==> src/rtl/turing_pkg.sv <==
// Shared encodings for the Turing engine: status codes, FSM states,
// rule-word field layout and head move directions.
package turing_pkg;

  typedef enum logic [1:0] {
    ST_HALT  = 2'b00,
    ST_OFFL  = 2'b01,
    ST_OFFR  = 2'b10,
    ST_LIMIT = 2'b11
  } status_t;

  typedef enum logic [1:0] {
    S_IDLE = 2'b00,
    S_RUN  = 2'b01,
    S_DONE = 2'b10
  } fsm_t;

  // Rule word layout, LSB first: write_bit, move, next_state[SW-1:0], halt
  localparam int unsigned RF_WBIT = 0;
  localparam int unsigned RF_MOVE = 1;
  localparam int unsigned RF_NEXT = 2;

  localparam logic MV_LEFT  = 1'b0;
  localparam logic MV_RIGHT = 1'b1;

  // Halt flag sits just above the next-state field
  function automatic int unsigned rf_halt_pos(input int unsigned sw);
    return RF_NEXT + sw;
  endfunction

endpackage

==> src/rtl/turing_rule_table.sv <==
// Transition-rule register file indexed by {state, symbol}.
// Synchronous write and clear, combinational read.
module turing_rule_table
  import turing_pkg::*;
#(
  parameter int unsigned NSTATES = 4,
  parameter int unsigned SW      = 2
) (
  input  logic          clk,
  input  logic          rst,
  input  logic          we,
  input  logic [SW:0]   waddr,
  input  logic [SW+2:0] wdata,
  input  logic [SW:0]   raddr,
  output logic [SW+2:0] rdata
);

  localparam int unsigned DEPTH = 2 * NSTATES;

  logic [SW+2:0] mem [DEPTH];

  // Table storage: cleared on reset, written on strobe
  always_ff @(posedge clk) begin
    if (rst) begin
      for (int unsigned i = 0; i < DEPTH; i++) begin
        mem[i] <= '0;
      end
    end else if (we) begin
      mem[waddr] <= wdata;
    end
  end

  assign rdata = mem[raddr];

endmodule

==> src/rtl/turing_seq.sv <==
// Programmable single-tape Turing engine: loads tape/head on start, applies
// one rule per clock until halt, off-tape or step limit, then reports.
module turing_seq
  import turing_pkg::*;
#(
  parameter int unsigned TAPE_W  = 10,
  parameter int unsigned NSTATES = 4,
  parameter int unsigned SW      = $clog2(NSTATES),
  parameter int unsigned HW      = $clog2(TAPE_W)
) (
  input  logic              clk,
  input  logic              rst,
  input  logic              cfg_we,
  input  logic [SW:0]       cfg_addr,
  input  logic [SW+2:0]     cfg_wdata,
  input  logic              start,
  input  logic [TAPE_W-1:0] tape_in,
  input  logic [HW-1:0]     head_init,
  input  logic [15:0]       step_limit,
  output logic              busy,
  output logic              done,
  output logic [1:0]        status,
  output logic [TAPE_W-1:0] tape_out,
  output logic [HW-1:0]     head_out,
  output logic [15:0]       steps_out
);

  localparam int unsigned   RW       = SW + 3;
  localparam int unsigned   RF_HALT  = rf_halt_pos(SW);
  localparam logic [HW-1:0] HEAD_MAX = HW'(TAPE_W - 1);

  fsm_t              fsm, fsm_nx;
  status_t           st, st_nx;
  logic [TAPE_W-1:0] tape, tape_nx;
  logic [HW-1:0]     head, head_nx;
  logic [SW-1:0]     state, state_nx;
  logic [15:0]       steps, steps_nx, steps_inc;
  logic [15:0]       limit, limit_nx;
  logic [RW-1:0]     rule;
  logic              sym, table_we;
  logic              r_halt, r_move, r_wbit;
  logic [SW-1:0]     r_next;

  // Configuration writes are only accepted while idle
  assign table_we = cfg_we && (fsm == S_IDLE);
  assign sym      = tape[head];

  turing_rule_table #(
    .NSTATES(NSTATES),
    .SW     (SW)
  ) u_rules (
    .clk  (clk),
    .rst  (rst),
    .we   (table_we),
    .waddr(cfg_addr),
    .wdata(cfg_wdata),
    .raddr({state, sym}),
    .rdata(rule)
  );

  assign r_wbit = rule[RF_WBIT];
  assign r_move = rule[RF_MOVE];
  assign r_next = rule[RF_NEXT +: SW];
  assign r_halt = rule[RF_HALT];

  // Next-state logic: launch, single step with prioritised end checks, report
  always_comb begin
    fsm_nx    = fsm;
    st_nx     = st;
    tape_nx   = tape;
    head_nx   = head;
    state_nx  = state;
    steps_nx  = steps;
    limit_nx  = limit;
    steps_inc = (steps == '1) ? steps : steps + 16'd1;
    unique case (fsm)
      S_IDLE: begin
        if (start) begin
          tape_nx  = tape_in;
          head_nx  = (head_init > HEAD_MAX) ? HEAD_MAX : head_init;
          state_nx = '0;
          steps_nx = '0;
          limit_nx = step_limit;
          fsm_nx   = S_RUN;
        end
      end
      S_RUN: begin
        tape_nx[head] = r_wbit;
        steps_nx      = steps_inc;
        if (r_halt) begin
          st_nx  = ST_HALT;
          fsm_nx = S_DONE;
        end else if (r_move == MV_LEFT && head == '0) begin
          st_nx  = ST_OFFL;
          fsm_nx = S_DONE;
        end else if (r_move == MV_RIGHT && head == HEAD_MAX) begin
          st_nx  = ST_OFFR;
          fsm_nx = S_DONE;
        end else begin
          head_nx  = (r_move == MV_RIGHT) ? head + 1'b1 : head - 1'b1;
          state_nx = r_next;
          // Saturated step counter also ends the run as a limit stop
          if ((limit != '0 && steps_inc == limit) || steps_inc == '1) begin
            st_nx  = ST_LIMIT;
            fsm_nx = S_DONE;
          end
        end
      end
      S_DONE:  fsm_nx = S_IDLE;
      default: fsm_nx = S_IDLE;
    endcase
  end

  // State register with synchronous reset
  always_ff @(posedge clk) begin
    if (rst) begin
      fsm   <= S_IDLE;
      st    <= ST_HALT;
      tape  <= '0;
      head  <= '0;
      state <= '0;
      steps <= '0;
      limit <= '0;
    end else begin
      fsm   <= fsm_nx;
      st    <= st_nx;
      tape  <= tape_nx;
      head  <= head_nx;
      state <= state_nx;
      steps <= steps_nx;
      limit <= limit_nx;
    end
  end

  assign busy      = (fsm != S_IDLE);
  assign done      = (fsm == S_DONE);
  assign status    = st;
  assign tape_out  = tape;
  assign head_out  = head;
  assign steps_out = steps;

endmodule

==> config.mk <==
export PLATFORM = sky130hd
export DESIGN_NAME = turing_seq
export DESIGN_NICKNAME = d
export VERILOG_FILES = /design/src/rtl/turing_pkg.sv /design/src/rtl/turing_rule_table.sv /design/src/rtl/turing_seq.sv
export SDC_FILE = /design/constraint.sdc
export NUM_CORES = 1
export LEC_CHECK = 0
export CORE_MARGIN = 4
export CORE_UTILIZATION = 50
export DETAILED_ROUTE_END_ITERATION = 7
export PLACE_DENSITY = 0.8
export SETUP_SLACK_MARGIN = 0.1
export SYNTH_ARGS = -nofsm -noshare
export SYNTH_HDL_FRONTEND = slang
export SYNTH_SLANG_ARGS = --single-unit
export TNS_END_PERCENT = 20
==> constraint.sdc <==
create_clock -name clk -period 3.05 [get_ports clk]
set_input_delay 0.305 -clock clk [delete_from_list [all_inputs] [get_ports clk]]
set_output_delay 0.305 -clock clk [all_outputs]
set_load 0.05 [all_outputs]
==> qor.yml <==
synthFlopType: "dfxtp_1"
top_level_ports: 76
p_per_area_nw_per_um2: 462
dr.pass1.iters: 5
vias: 5463
worst_hold_path.endpoint: "limit[7]$_SDFFE_PP0P_"
yosysMostFrequentCell: "nand2_1"
r2r-end: "status[1]$_SDFFE_PP0P_"
htreeDepth: 3
p_comb_share_pct: 31.1
r2r-start: "steps_out[0]$_SDFFE_PP0P_"
worstPathRequired_ns: 3.35
p_total_uw: 3360
antennaDiodeCount: 0
wl_per_cell_um: 19.4
hold_slack_ns: 0.469
clockBufferDepth: 2
rsz0062_at_grt: "true"
clkPwrFrac_pct: 26.0
fin_worst_skew_ns: 0.0164
slew_headroom_pct: 48.0
pwr-share-seq_pct: 42.8
switchingPower_uw: 1150
die_area_um2: 12900
antenna_left: 0
die_w_um: 114
synth.distinct_cells: 72
grt_pass1_vias: 5543
cts.clk_slew.worst_paths_ns: 0.10
run_status: "finished with violations"
synth_area_leaders: "edfxtp_1 (22%), dfxtp_1 (19%), nand2_1 (5.2%), and2_1 (4.8%), a21oi_1 (4.1%)"
synthToLayoutAreaGrowth_pct: 30.8
internal_power_uw: 2210
synth_area_um2: 5570
syn_avg_cell_area_um2: 8.75
insertion_delay_ns: 0.37
drt-total-wl_um: 17500
hold_start: "step_limit[7]"
grt_max_degree: 55
antenna_found_initial: 0
core_um2: 10900
worst_slack_ns: -0.0287
cts_hold_buf: 0
viasPerCell: 6.06
grt_pass1_wl_um: 27900
setup_tns_ns: -0.0482
drive_above_1_share_pct: 23.8
report.final.hold_viol_count: 0
min_period_over_period_pct: 101
yosysTopAreaCell: "edfxtp_1"
cap_violations: 0
hp-class: "in -> reg"
yosys_warnings: 0
fp-row-count: 38
finalMaxSlewViolations: 0
synthCells: 636
cts_buffers: 9
leakagePower_uw: 0.00266
dp_hpwl_um: 13100
cts_root_buffer: "clkbuf_8"
start_util_pct: 51.1
fmax_ghz: 0.325
fin_nets: 803
grt_overflow: 0
cts.sinks: 92
die_y_um: 114
synthArstFlopShare_pct: 0
hold_path_depth: 3
synth_fp_nets: 682
r2r_setup_slack_ns: -0.03
endpoint_kind: "flop"
crit_path_max_fanout: 4
drt_iter0_drc: 391
violations: "setup timing"
crit_type: "reg -> reg"
period_needed_ns: 3.08
cp_data_arrival_time_ns: 3.38
swShare_pct: 34.3
setup_viol: 2
synthTopCellsByCount: "nand2_1 (77), nor2_1 (56), dfxtp_1 (52), a21oi_1 (46), and2_1 (43)"
track_usage_pct: 27.4
synth_top_area_share_pct: 21.6
worst-r2r-cell-count: 10
cts_tree: "done"
synth-seq-area-share_pct: 40.3
drc: 0
place_congestion: 1.03
synth_edf_count: 40
port_buffers: 75
tightest_slew_ns: 0.778
ys_seq_elements: 92
ir_worst_vdd_mv: 0.342
start_kind: "flop"
worst max-delay path, stage by stage (launching register included):
cell and delay [ns]:
dfxtp_4 0.37, ha_4 0.15, nand2_4 0.06, buf_4 0.13
nor3_1 0.29, mux2i_1 0.19, a2111o_1 0.43, or4_1 0.53
or4_4 0.55, a21o_1 0.20, a31oi_1 0.11
cells in the final DEF, fill, tap and decap left out, drive strengths merged, types with 4 or more instances in the layout:
master         count
a31oi             11
nor3              20
a211oi             7
mux4               8
dfxtp             52
xor2               6
nand2             77
and2              43
o22ai              5
and3              10
or3                5
nor4               8
o211ai             4
nand4             16
nand3             22
xnor2              9
inv               17
or4                6
edfxtp            40
clkbuf            10
a21o               4
clkdlybuf4s50     74
a221oi             6
nand2b             9
nor2b             10
o21ai             28
a21oi             47
mux2i             15
nor2              56
a311oi             6
buf               78
or2               11
routing by layer:
metal	GRT usage, %	part of all wire, %
met5	0	0
met4	12.3	4.3
met3	4.24	6.6
met2	48.7	50
met1	32.5	39
registers in the layout, summed over array words and instances (netlist names):
signal / count
head_out: 4
u_rules.mem: 40
fsm: 2
steps_out: 16
limit: 16
tape_out: 10
state: 2
status: 2
final cells by class:
class	count	area, um2
clock inverter	6	78.8
tap	140	175
sequential	92	2310
clock buffer	10	128
multi-input combinational	489	3190
inverter	13	48.8
timing repair buffer	152	1350
fill	867	3610
stage by stage:
stage                     area (um2)  std cells  setup WS [ns]  utilization (%)
after floorplan                 5680        636         -0.115                -
after global placement          6930        880        -0.0175             63.6
after detailed placement        6930        880         -0.126             63.6
after CTS                       7190        899        0.00531             66.0
after global routing            7280        902         -0.130             66.9
final                           7280        902        -0.0287             66.9
worst max-delay path by stage:
stage / slack [ns] / cells past startpoint / start / endpoint
2_1_floorplan: -0.12 / 9 / steps_out[5]$_SDFFE_PP0P_ / fsm[1]$_SDFFE_PP0P_
3_5_place_dp: -0.13 / 13 / head_out[0]$_SDFFE_PP0P_ / head_out[3]$_SDFFE_PP0P_
3_3_place_gp: -0.02 / 9 / steps_out[0]$_SDFFE_PP0P_ / fsm[1]$_SDFFE_PP0P_
5_1_grt: -0.13 / 10 / steps_out[0]$_SDFFE_PP0P_ / fsm[1]$_SDFFE_PP0P_
4_1_cts: 0.005 / 9 / steps_out[0]$_SDFFE_PP0P_ / fsm[1]$_SDFFE_PP0P_
6_report: -0.03 / 10 / steps_out[0]$_SDFFE_PP0P_ / status[1]$_SDFFE_PP0P_
logic make-up (layout without fill, tap and decap cells):
family / count (synthesis) / in the layout / share of synthesized area, %
xor+xnor: 15 / 15 / 2.36
compound gates: 141 / 141 / 16.4
simple gates: 302 / 302 / 28.1
fa+ha+maj: 5 / 5 / 1.21
flops: 92 / 92 / 40.3
mux: 26 / 26 / 6.54
buf+inv: 55 / 181 / 5.08
power by group through the flow:
| stage | Combinational, uW | Clock [uW] | Sequential (uW) |
|---|---|---|---|
| 4_1_cts | 1010 | 885 | 1440 |
| 2_1_floorplan | 517 | 0 | 1540 |
| 6_report | 1050 | 875 | 1440 |
| 3_5_place_dp | 978 | 0 | 1460 |
| 3_3_place_gp | 956 | 0 | 1460 |
| 5_1_grt | 1120 | 945 | 1450 |
repair_timing:
| item | in CTS | in global routing |
|---|---|---|
| endpoints found under the hold margin | 0 | 0 |
| pin swaps | 7 | 5 |
| setup buffers | 3 | 3 |
| gates resized for setup | 7 | 14 |
| endpoints found under the setup margin | 5 | 15 |
Note: power is estimated with default switching activity, not from simulation.
